===== src/rtl/spy_delay_sampler.sv =====
// Spy delay path sampler: launches an edge into an external inverting chain,
// snapshots the taps one clock later and accumulates sum/min/max of the edge depth.
module spy_delay_sampler #(
   parameter int NUM_TAPS      = 32,
   parameter int NUM_SAMPLES   = 16,
   parameter int SETTLE_CYCLES = 8,
   localparam int DW = $clog2(NUM_TAPS + 1),
   localparam int SW = DW + $clog2(NUM_SAMPLES)
) (
   input  logic                clk,
   input  logic                rst_n,
   input  logic                start,
   output logic                launch,
   input  logic [NUM_TAPS-1:0] taps,
   output logic                busy,
   output logic                res_valid,
   input  logic                res_ready,
   output logic [SW-1:0]       res_sum,
   output logic [DW-1:0]       res_min,
   output logic [DW-1:0]       res_max,
   output logic                res_bubble
);

   localparam logic [2:0] IDLE   = 3'd0;
   localparam logic [2:0] SETTLE = 3'd1;
   localparam logic [2:0] BASE   = 3'd2;
   localparam logic [2:0] LAUNCH = 3'd3;
   localparam logic [2:0] CAPT   = 3'd4;
   localparam logic [2:0] DECODE = 3'd5;
   localparam logic [2:0] DONE   = 3'd6;

   localparam int CW = $clog2(SETTLE_CYCLES);
   localparam int NW = $clog2(NUM_SAMPLES + 1);
   localparam logic [CW-1:0] SET_LAST = CW'(SETTLE_CYCLES - 1);
   localparam logic [NW-1:0] CNT_LAST = NW'(NUM_SAMPLES - 1);

   logic [2:0]          state;
   logic [CW-1:0]       set_cnt;
   logic [NW-1:0]       cnt;
   logic [NUM_TAPS-1:0] base_q;
   logic [NUM_TAPS-1:0] cap_q;
   logic [SW-1:0]       sum_q;
   logic [DW-1:0]       min_q;
   logic [DW-1:0]       max_q;
   logic                bub_q;

   logic [NUM_TAPS-1:0] diff;
   logic [DW-1:0]       depth;
   logic                hit0;
   logic                bub;

   // Thermometer decode of the XORed snapshot; anything above the first 0 is a bubble
   always_comb begin
      diff  = base_q ^ cap_q;
      depth = '0;
      hit0  = 1'b0;
      bub   = 1'b0;
      for (int i = 0; i < NUM_TAPS; i++) begin
         if (!diff[i]) hit0 = 1'b1;
         else if (hit0) bub = 1'b1;
         else depth = depth + DW'(1);
      end
   end

   always_ff @(posedge clk or negedge rst_n) begin
      if (!rst_n) begin
         state      <= IDLE;
         set_cnt    <= '0;
         cnt        <= '0;
         base_q     <= '0;
         cap_q      <= '0;
         sum_q      <= '0;
         min_q      <= '1;
         max_q      <= '0;
         bub_q      <= 1'b0;
         launch     <= 1'b0;
         busy       <= 1'b0;
         res_valid  <= 1'b0;
         res_sum    <= '0;
         res_min    <= '0;
         res_max    <= '0;
         res_bubble <= 1'b0;
      end else begin
         unique case (state)
            IDLE: begin
               if (start) begin
                  state   <= SETTLE;
                  set_cnt <= '0;
                  cnt     <= '0;
                  sum_q   <= '0;
                  min_q   <= '1;
                  max_q   <= '0;
                  bub_q   <= 1'b0;
                  busy    <= 1'b1;
               end
            end
            SETTLE: begin
               if (set_cnt == SET_LAST) begin
                  state   <= BASE;
                  set_cnt <= '0;
               end else begin
                  set_cnt <= set_cnt + CW'(1);
               end
            end
            BASE: begin
               base_q <= taps;
               state  <= LAUNCH;
            end
            LAUNCH: begin
               launch <= ~launch;
               state  <= CAPT;
            end
            // Unsynchronised on purpose: this flop's sample is the measurement
            CAPT: begin
               cap_q <= taps;
               state <= DECODE;
            end
            DECODE: begin
               sum_q <= sum_q + SW'(depth);
               if (depth < min_q) min_q <= depth;
               if (depth > max_q) max_q <= depth;
               if (bub) bub_q <= 1'b1;
               cnt   <= cnt + NW'(1);
               state <= (cnt == CNT_LAST) ? DONE : SETTLE;
            end
            DONE: begin
               if (!res_valid) begin
                  res_valid  <= 1'b1;
                  res_sum    <= sum_q;
                  res_min    <= min_q;
                  res_max    <= max_q;
                  res_bubble <= bub_q;
               end else if (res_ready) begin
                  res_valid <= 1'b0;
                  busy      <= 1'b0;
                  state     <= IDLE;
               end
            end
            default: state <= IDLE;
         endcase
      end
   end

endmodule


===== config.mk =====
export PLATFORM = sky130hd
export DESIGN_NAME = spy_delay_sampler
export DESIGN_NICKNAME = d
export VERILOG_FILES = /design/src/rtl/spy_delay_sampler.sv
export SDC_FILE = /design/constraint.sdc
export NUM_CORES = 1
export LEC_CHECK = 0
export CORE_MARGIN = 5
export CORE_UTILIZATION = 66
export DETAILED_ROUTE_END_ITERATION = 8
export PLACE_DENSITY = 0.87
export RECOVER_POWER = 25
export SLEW_MARGIN = 30
export SYNTH_ARGS = -nofsm -noshare
export SYNTH_HDL_FRONTEND = slang
export SYNTH_SLANG_ARGS = --single-unit

===== constraint.sdc =====
create_clock -name clk -period 54 [get_ports clk]
set_clock_uncertainty 0.15 [all_clocks]
set_input_delay 13.5 -clock clk [delete_from_list [all_inputs] [get_ports clk]]
set_output_delay 13.5 -clock clk [all_outputs]
set_load 0.05 [all_outputs]

# Word-level counts from Yosys, hierarchy flattened
# Index checks and enable logic that the tools add are counted.
# op_classes
n_addsub	34
mul	0
n_div	0
magnitude_cmp	2
eq_ne	15
n_shift	0
n_mux	183
bitwise_logic	3
reduce_logical	12
# ops
operator	count
6-bit two-way mux	66
6-bit by 1-bit adder with 6-bit output (second input constant)	31
1-bit two-way mux	100
32-bit bitwise XOR	1
6-bit case mux with 2 select lines	2
3-bit two-way mux	7
3-bit case mux with 7 select lines	1
10-bit case mux with 2 select lines	1
2-bit != test (second input constant)	7
3-bit equality test (second input constant)	4
10-bit by 6-bit adder with 10-bit output	1
10-bit two-way mux	1
5-bit case mux with 2 select lines	1
3-bit AND reduction	3
4-bit AND reduction	2
3-bit by 2-bit equality test with 1-bit output (second input constant)	2
6-bit > comparator	1
6-bit less-than comparator	1
3-bit case mux with 2 select lines	1
2-bit AND reduction	3
2-bit nonzero test	3
5-bit by 1-bit adder with 5-bit output (second input constant)	1
5-bit by 4-bit equality test with 1-bit output (second input constant)	1
5-bit two-way mux	1
other kinds (5)	7
# totals
register_bits	124
latchBits	0
ramBits	0
rom_bits	0
mem_count	0

# Depth between registers and ports, before layout
# Gate-level depths: netlist of the first run.
# depth
word_depth	98
depth_mapped	113
depth_no_buf	113

# Worst setup path before layout of the first run
# No wires, ideal clock.
# synth_timing
path_kind	register to register
from	register cap_q[0]
to	register max_q[2]
setup_ps	83
arrival_ps	19798
required_time_ps	53767
setup_slack_ps	33969
path_stages_with_launch	111
n_path_buf	2
cell_sequence	dfrtp_1 -> xor2_1 -> a21boi_0 -> ha_1 -> nor2_1 -> nor2_1 -> ha_1 -> mux2i_1 -> a21oi_1 -> ha_1 -> mux2_2 -> ha_1 -> and2_1 -> a2111oi_0 -> a311oi_1 -> ha_1 -> nand2_1 -> nand2_1 -> [75 not listed] -> nand2_1 -> ha_1 -> and3_1 -> buf_1 -> xnor2_1 -> xnor2_1 -> nand3_1 -> nor3b_1 -> mux2i_1 -> xnor3_1 -> xor2_1 -> inv_1 -> ha_1 -> nor2b_1 -> o221ai_1 -> clkbuf_1 -> nand3_1 -> o21ai_0
# synth_between
elab_chain_cells	98
# synth_rtl
element	line_no	source
start, declared	41	logic [NUM_TAPS-1:0] cap_q;
start signal, assigned	115	cap_q <= taps;
32-bit bitwise XOR (*)	54	diff = base_q ^ cap_q;
1-bit two-way mux	59	if (!diff[i]) hit0 = 1'b1;
6-bit by 1-bit adder with 6-bit output	61	else depth = depth + DW'(1);
6-bit two-way mux	60	else if (hit0) bub = 1'b1;
6-bit two-way mux	59	
6-bit by 1-bit adder with 6-bit output	61	
6-bit two-way mux	60	
6-bit two-way mux	59	
[82 not listed]	-	
6-bit two-way mux	60	
6-bit two-way mux	59	
6-bit by 1-bit adder with 6-bit output	61	
6-bit two-way mux	60	
6-bit two-way mux (*)	59	
6-bit > comparator	121	if (depth > max_q) max_q <= depth;
2-bit != test (no source line)	-	
3-bit AND reduction (no source line)	-	
end signal, assigned	121	
end, declared	44	logic [DW-1:0] max_q;
# Mark *: on every way between the ends. The rest lies on a longest branch, timed or not. The select of a mux whose other input is x is not followed.
# A chain may end at the register's enable or synchronous reset.

# Final worst setup path of the first run
# layout_timing
from	register cap_q[1]
to	register max_q[3]
# layout_between
elab_chain_cells	95
# layout_rtl
element	line_no
32-bit bitwise XOR (*)	54
6-bit two-way mux	59
6-bit by 1-bit adder with 6-bit output	61
6-bit two-way mux	60
6-bit two-way mux	59
6-bit by 1-bit adder with 6-bit output	61
6-bit two-way mux	60
6-bit two-way mux	59
[79 not listed]	-
6-bit two-way mux	60
6-bit two-way mux	59
6-bit by 1-bit adder with 6-bit output	61
6-bit two-way mux	60
6-bit two-way mux (*)	59
6-bit > comparator	121
2-bit != test (no source line)	-
3-bit AND reduction (no source line)	-
# Marked as above.

==> results of run 1 <==
==> final cells by class <==
type	count	area [um^2]	share of cell area (%)
Multi-Input combinational cell	847	6380	57.5
Sequential cell	124	3110	28.0
Timing Repair Buffer	64	647	5.83
Clock buffer	17	425	3.83
Tap cell	184	230	2.07
Inverter	48	180	1.62
Clock inverter	15	126	1.14
==> power groups by stage <==
stage | clock network [W] | logic, W | registers [W]
after detailed placement | 0 | 0.000334 | 0.000162
final | 0.000108 | 0.000350 | 0.000162
after global placement | 0 | 0.000317 | 0.000160
after floorplan | 0 | 0.000256 | 0.000160
after CTS | 0.000108 | 0.000344 | 0.000162
after global routing | 0.000112 | 0.000388 | 0.000167
==> Yosys cell counts, drive strengths merged (4+ instances only) <==
master,count
a2111oi,4
a211oi,8
a21o,5
a21oi,43
a31oi,5
and2,14
and3,17
buf,8
clkbuf,28
dfrtp,118
dfstp,6
ha,51
inv,48
mux2,97
mux2i,28
nand2,110
nand2b,9
nand3,46
nand3b,4
nand4,11
nor2,82
nor2b,5
nor3,18
nor3b,4
nor4,8
o211ai,6
o21a,5
o21ai,74
o22ai,5
or2,5
or3,6
xnor2,65
xnor3,12
xor2,52
==> flip-flops by register name, indices dropped and copies added, names as in the netlist <==
name	cells
res_min	6
max_q	6
res_bubble	1
cnt	5
res_valid	1
busy	1
base_q	32
cap_q	32
sum_q	10
state	3
res_sum	10
res_max	6
set_cnt	3
bub_q	1
launch	1
min_q	6
==> worst max path at each step <==
stage               endpoint      from  slack (ns)
floorplan           max_q[2]  cap_q[0]       33.97
global placement    max_q[4]  cap_q[0]       32.45
detailed placement  max_q[0]  cap_q[0]       31.51
CTS                 max_q[3]  cap_q[0]       31.04
global route        max_q[3]  cap_q[0]       28.96
finish              max_q[3]  cap_q[1]       30.60
==> worst register-to-register path, delay by kind of cell (launching register included) <==
family                   cells  cell delay, ns
AO/OA/AOI/OAI               33            6.28
XOR/XNOR                     2            0.71
adder cells (fa/ha/maj)     30            9.50
buffers and inverters        4            0.48
flip-flops                   1            0.39
multiplexers                15            3.14
AND/OR/NAND/NOR             27            2.67
==> per-stage QoR <==
| stage | hold slack, ns | total power, W | cells |
|---|---|---|---|
| 6_report | 0.329 | 0.000620 | 1299 |
| 5_1_grt | 0.361 | 0.000667 | 1299 |
| 4_1_cts | 0.330 | 0.000615 | 1299 |
| 3_5_place_dp | 0.318 | 0.000496 | 1267 |
| 3_3_place_gp | 0.315 | 0.000477 | 1266 |
| 2_1_floorplan | 0.299 | 0.000416 | 1055 |
==> logic make-up after synthesis <==
logic type               synth area share [%]
AO/OA/AOI/OAI                            12.0
XOR/XNOR                                 14.2
adder cells (fa/ha/maj)                  6.82
buffers and inverters                    3.29
flip-flops                               31.7
multiplexers                             14.1
AND/OR/NAND/NOR                          17.8
==> layer usage <==
layer	share of wire, %	vias to the layer above	GRT usage, %
met1	43	4068	35.9
met2	49	314	45.9
met5	0.10	-	0
li1	-	3848	-
met4	2.4	4	10.4
met3	6.0	58	5.92
==> flow_metrics.env, run 1 <==
export IMPL_clock_sinks=124
export IMPL_violations="max-capacitance violations, max-slew violations"
export IMPL_cp_top_family="adder cells"
export IMPL_final_util_pct=76.4
export IMPL_cts_resized=0
export IMPL_critical_path_required_ns=54.18
export IMPL_layout_common_cells="dfrtp_1 (118), nand2_1 (109), mux2_2 (96), nor2_1 (78), o21ai_0 (70)"
export IMPL_crit_top_cell="ha_1"
export IMPL_clk_pin_slew_worst_paths_ns=0.06
export IMPL_drtPass1Iterations=6
export IMPL_arrival_ns=23.58
export IMPL_vdd_ir_drop_worst_uv=42.4
export IMPL_antenna_left=0
export IMPL_p_switching_w=0.000293
export IMPL_p_clk_share_pct=17.4
export IMPL_cts_tree="built"
export IMPL_rrSetupSlack_ns=30.60
export IMPL_die_h_um=132
export IMPL_vias=8292
export IMPL_gp_congestion=0.943
export IMPL_stdcell_area_um2=11100
export IMPL_yosysSeqAreaShare_pct=31.7
export IMPL_synthCells=1055
export IMPL_slew_headroom_pct=-155
export IMPL_synth_warnings=0
export IMPL_mostFrequentLayoutCell="dfrtp_1"
export IMPL_viasPerCell=6.38
export IMPL_power_density_nw_per_um2=55.9
export IMPL_synth_seq_cells=124
export IMPL_reg2reg_depth=111
export IMPL_cts_buffers=17
export IMPL_grt_use_total_pct=27.7
export IMPL_grt_pass1_vias=8235
export IMPL_synth_top_area_share_pct=30.1
export IMPL_slowest_stage="a311oi_1"
export IMPL_outcome="complete, but fails checks"
export IMPL_rsz0062_at_grt="no"
export IMPL_grt_remaining_overflow=0
export IMPL_slew_violations=97
export IMPL_crit_cells=111
export IMPL_dp_slack_ns=31.51
export IMPL_fin_setup_tns_ns=0
export IMPL_nNetsFinal=1190
export IMPL_grt_max_degree=73
export IMPL_clk_latency_ns=0.43
export IMPL_nFillCells=958
export IMPL_syn_cell_area_um2=9800
export IMPL_yosys_cell_types_count=81
export IMPL_worst_pin_slew_ns=3.82
export IMPL_end_kind="flip-flop"
export IMPL_drc=0
export IMPL_num_rows=44
export IMPL_crit_buf_inv=4
export IMPL_dp_hpwl_um=16900
export IMPL_initial_core_util_pct=67.4
export IMPL_regToRegStartpoint="cap_q[1]"
export IMPL_min_period_over_period_pct=43.3
export IMPL_die_area_um2=17400
export IMPL_p_seq_share_pct=26.2
export IMPL_hold_end="launch"
export IMPL_core_um2=14500
export IMPL_die_w_um=132
export IMPL_netlist_top_cell_by_area="dfrtp_1"
export IMPL_clk_path_buf_depth=2
export IMPL_first_iter_violations=718
export IMPL_port_buffers=61
export IMPL_crit_type="flip-flop to flip-flop"
export IMPL_p_int_w=0.000327
export IMPL_postCtsHoldBufs=0
export IMPL_syn_avg_cell_area_um2=9.29
export IMPL_wl_um=23800
export IMPL_ctsHtreeMaxLevel=4
export IMPL_hold_depth=1
export IMPL_leakage_nw=4.91
export IMPL_placed_cell_area_um2=10600
export IMPL_hp_class="flip-flop to flip-flop"
export IMPL_ios=62
export IMPL_reg2reg_to="max_q[3]"
export IMPL_drt_wirelength_per_cell_um=18.4
export IMPL_grt_pass1_wl_um=40100
export IMPL_area_delta_synth_final_pct=13.3
export IMPL_async_reset_ff_share_pct=100
export IMPL_syn_num_nets=1143
export IMPL_cp_max_fo=12
export IMPL_hold_viol_final=0
export IMPL_pwr_share_comb_pct=56.5
export IMPL_layout_min_cycle_time_ns=23.41
export IMPL_postCtsSetupBuffers=0
export IMPL_root_buffer="clkbuf_16"
export IMPL_grt_antenna_before_repair=2
export IMPL_synth_edf_count=0
export IMPL_setup_viol_count_final=0
export IMPL_drive_gt1_share_pct=15.4
export IMPL_antenna_cells=0
export IMPL_fmax_mhz=42.7
export IMPL_synth_ff_type="dfrtp_1"
export IMPL_cpPeakStageDelay_ns=0.69
export IMPL_synth_area_top_cells="dfrtp_1 (30%), mux2_2 (11%), ha_1 (6.5%), xnor2_1 (5.0%), xor2_1 (4.5%)"
export IMPL_cp_start_kind="flip-flop"
export IMPL_fin_ws_ns=30.60
export IMPL_maxCapViolations=2
export IMPL_p_sw_share_pct=47.2
export IMPL_hold_path_startpoint="launch"
Note: power is estimated with default switching activity, not from simulation.
==> run 2: changes to the inputs <==
--- a/config.mk
+++ b/config.mk
@@ -6,9 +6,9 @@
 export NUM_CORES = 1
 export LEC_CHECK = 0
 export CORE_MARGIN = 5
-export CORE_UTILIZATION = 66
+export CORE_UTILIZATION = 61
 export DETAILED_ROUTE_END_ITERATION = 8
-export PLACE_DENSITY = 0.87
+export PLACE_DENSITY = 0.82
 export RECOVER_POWER = 25
 export SLEW_MARGIN = 30
 export SYNTH_ARGS = -nofsm -noshare
==> constraint.sdc (replaced) <==
create_clock -name clk -period 24.3 [get_ports clk]
set_clock_uncertainty 0.15 [all_clocks]
set_input_delay 6.075 -clock clk [delete_from_list [all_inputs] [get_ports clk]]
set_output_delay 6.075 -clock clk [all_outputs]
set_load 0.05 [all_outputs]
==> run 2 against run 1 <==
The run still ends with max-capacitance violations, max-slew violations left. Total power is 120% higher. Setup slack worse by 29 ns. Fmax up 3.4%. Count of clock-buffer cells in the layout grew 6. Final area up 1.4%. Core utilization is 5.3 points lower. Combinational power increased by 120%. Register-to-register slack got worse by 29 ns. Global-route usage fell by 2.1 points. Critical path depth shrank 2. Critical path type unchanged. Critical endpoint is now min_q[5].
==> flow_metrics.env, run 2 (synthesis results as in run 1) <==
export IMPL_antenna_left=0
export IMPL_layout_common_cells="dfrtp_1 (118), nand2_1 (109), mux2_2 (96), nor2_1 (78), o21ai_0 (70)"
export IMPL_vias=7948
export IMPL_area_delta_synth_final_pct=14.8
export IMPL_grt_max_degree=66
export IMPL_slew_headroom_pct=-126
export IMPL_mostFrequentLayoutCell="dfrtp_1"
export IMPL_stdcell_area_um2=11200
export IMPL_cts_buffers=17
export IMPL_root_buffer="clkbuf_16"
export IMPL_die_w_um=137
export IMPL_cp_max_fo=6
export IMPL_port_buffers=61
export IMPL_cpPeakStageDelay_ns=0.49
export IMPL_cts_tree="built"
export IMPL_grt_antenna_before_repair=0
export IMPL_gp_congestion=0.979
export IMPL_power_density_nw_per_um2=124
export IMPL_hold_depth=1
export IMPL_end_kind="flip-flop"
export IMPL_hp_class="flip-flop to flip-flop"
export IMPL_critical_path_required_ns=24.47
export IMPL_first_iter_violations=632
export IMPL_clk_path_buf_depth=2
export IMPL_grt_pass1_vias=7809
export IMPL_dp_hpwl_um=16800
export IMPL_regToRegStartpoint="base_q[1]"
export IMPL_reg2reg_to="min_q[5]"
export IMPL_leakage_nw=4.95
export IMPL_viasPerCell=5.96
export IMPL_die_h_um=137
export IMPL_grt_use_total_pct=25.6
export IMPL_reg_top3="base_q: 32 flops, cap_q: 32 flops"
export IMPL_rrSetupSlack_ns=1.66
export IMPL_vdd_ir_drop_worst_uv=71.2
export IMPL_ctsHtreeMaxLevel=4
export IMPL_drt_wirelength_per_cell_um=17.2
export IMPL_dp_slack_ns=1.91
export IMPL_placed_cell_area_um2=10600
export IMPL_clock_sinks=124
export IMPL_setup_viol_count_final=0
export IMPL_clk_latency_ns=0.42
export IMPL_arrival_ns=22.82
export IMPL_crit_type="flip-flop to flip-flop"
export IMPL_clk_pin_slew_worst_paths_ns=0.06
export IMPL_core_um2=15800
export IMPL_drive_gt1_share_pct=15.8
export IMPL_cp_start_kind="flip-flop"
export IMPL_worst_pin_slew_ns=3.40
export IMPL_violations="max-capacitance violations, max-slew violations"
export IMPL_grt_remaining_overflow=0
export IMPL_hold_path_startpoint="launch"
export IMPL_fmax_mhz=44.2
export IMPL_num_rows=46
export IMPL_crit_top_cell="ha_1"
export IMPL_drtPass1Iterations=5
export IMPL_slowest_stage="a2111oi_1"
export IMPL_drc=0
export IMPL_min_period_over_period_pct=93.2
export IMPL_nFillCells=1126
export IMPL_maxCapViolations=2
export IMPL_slew_violations=90
export IMPL_initial_core_util_pct=61.9
export IMPL_outcome="complete, but fails checks"
export IMPL_ios=62
export IMPL_nNetsFinal=1192
export IMPL_antenna_cells=0
export IMPL_die_area_um2=18700
export IMPL_final_util_pct=71.1
export IMPL_hold_end="launch"
export IMPL_wl_um=22900
export IMPL_hold_viol_final=0
export IMPL_fin_ws_ns=1.66
export IMPL_layout_min_cycle_time_ns=22.64
export IMPL_grt_pass1_wl_um=38500
export IMPL_reg2reg_depth=109
[run 2: cell count changes in the layout (fill, tap and decap cells not counted), moves of 2 or more]
cell       before  now
buf_4           2    4
clkinv_4        3    1
clkbuf_1        1    3
inv_6           7    1
bufinv_16       0    2
clkbuf_8        0    4
[run 2: layout make-up]
cell class	count	area, um^2	area share, %
Multi-Input combinational cell	847	6430	57.1
Sequential cell	124	3110	27.6
Clock inverter	9	110	0.979
Timing Repair Buffer	66	662	5.88
Inverter	48	180	1.60
Clock buffer	23	488	4.34
Tap cell	216	270	2.40
[run 2: timing repair]
action / in CTS / in global routing
resized for setup: 0 / 9
setup buffers: 0 / 2
endpoints found under the setup margin: 0 / 14
hold buffers: 0 / 0
[run 2: routing by layer]
layer  up-vias  GRT usage, %  wire length, um
li1       3849             -                -
met1      3818          35.1            10300
met2       242          41.5            10900
met3        39          5.85             1270
met4         0          6.10              397
met5         -             0                0
[run 2: stage by stage]
stage | TNS [ns] | cells | power, W | hold WS, ns
after floorplan | 0 | 1055 | 0.000925 | 0.299
after global placement | 0 | 1298 | 0.00106 | 0.314
after detailed placement | 0 | 1299 | 0.00110 | 0.321
after CTS | 0 | 1331 | 0.00136 | 0.332
after global routing | -0.498 | 1333 | 0.00151 | 0.340
final | 0 | 1333 | 0.00139 | 0.327
[run 2: how the worst max path moves through the flow]
stage                     startpoint       end  slack, ns  cells past startpoint
after floorplan             cap_q[0]  max_q[2]       4.27                    110
after global placement      cap_q[0]  max_q[1]       2.55                    107
after detailed placement    cap_q[0]  max_q[4]       1.91                    107
after CTS                   cap_q[0]  max_q[4]       1.76                    108
after global routing        cap_q[1]  sum_q[9]       -0.1                    113
final                      base_q[1]  min_q[5]       1.66                    109
[run 2: power breakdown]
group | internal (W) | switching (W) | total (W)
Combinational | 0.000308 | 0.000471 | 0.000779
Sequential | 0.000288 | 0.0000693 | 0.000357
Clock | 0.000162 | 0.0000926 | 0.000254
Total | 0.000758 | 0.000633 | 0.00139
[run 2: worst max-delay path: cells and delay by family, from the launching register on]
family / cells / cell delay [ns]
AO/OA/AOI/OAI: 30 / 5.34
adder cells (fa/ha/maj): 30 / 9.42
multiplexers: 17 / 3.88
XOR/XNOR: 1 / 0.24
AND/OR/NAND/NOR: 26 / 2.47
buffers and inverters: 5 / 0.63
flip-flops: 1 / 0.42
==> run 3: changes to the inputs <==
--- a/config.mk
+++ b/config.mk
@@ -5,6 +5,7 @@
 export SDC_FILE = /design/constraint.sdc
 export NUM_CORES = 1
 export LEC_CHECK = 0
+export ABC_CLOCK_PERIOD_IN_PS = 24300
 export CORE_MARGIN = 5
 export CORE_UTILIZATION = 61
 export DETAILED_ROUTE_END_ITERATION = 8
==> results of run 3 <==
Final layout, timing and power as in run 2 (identical DEF).
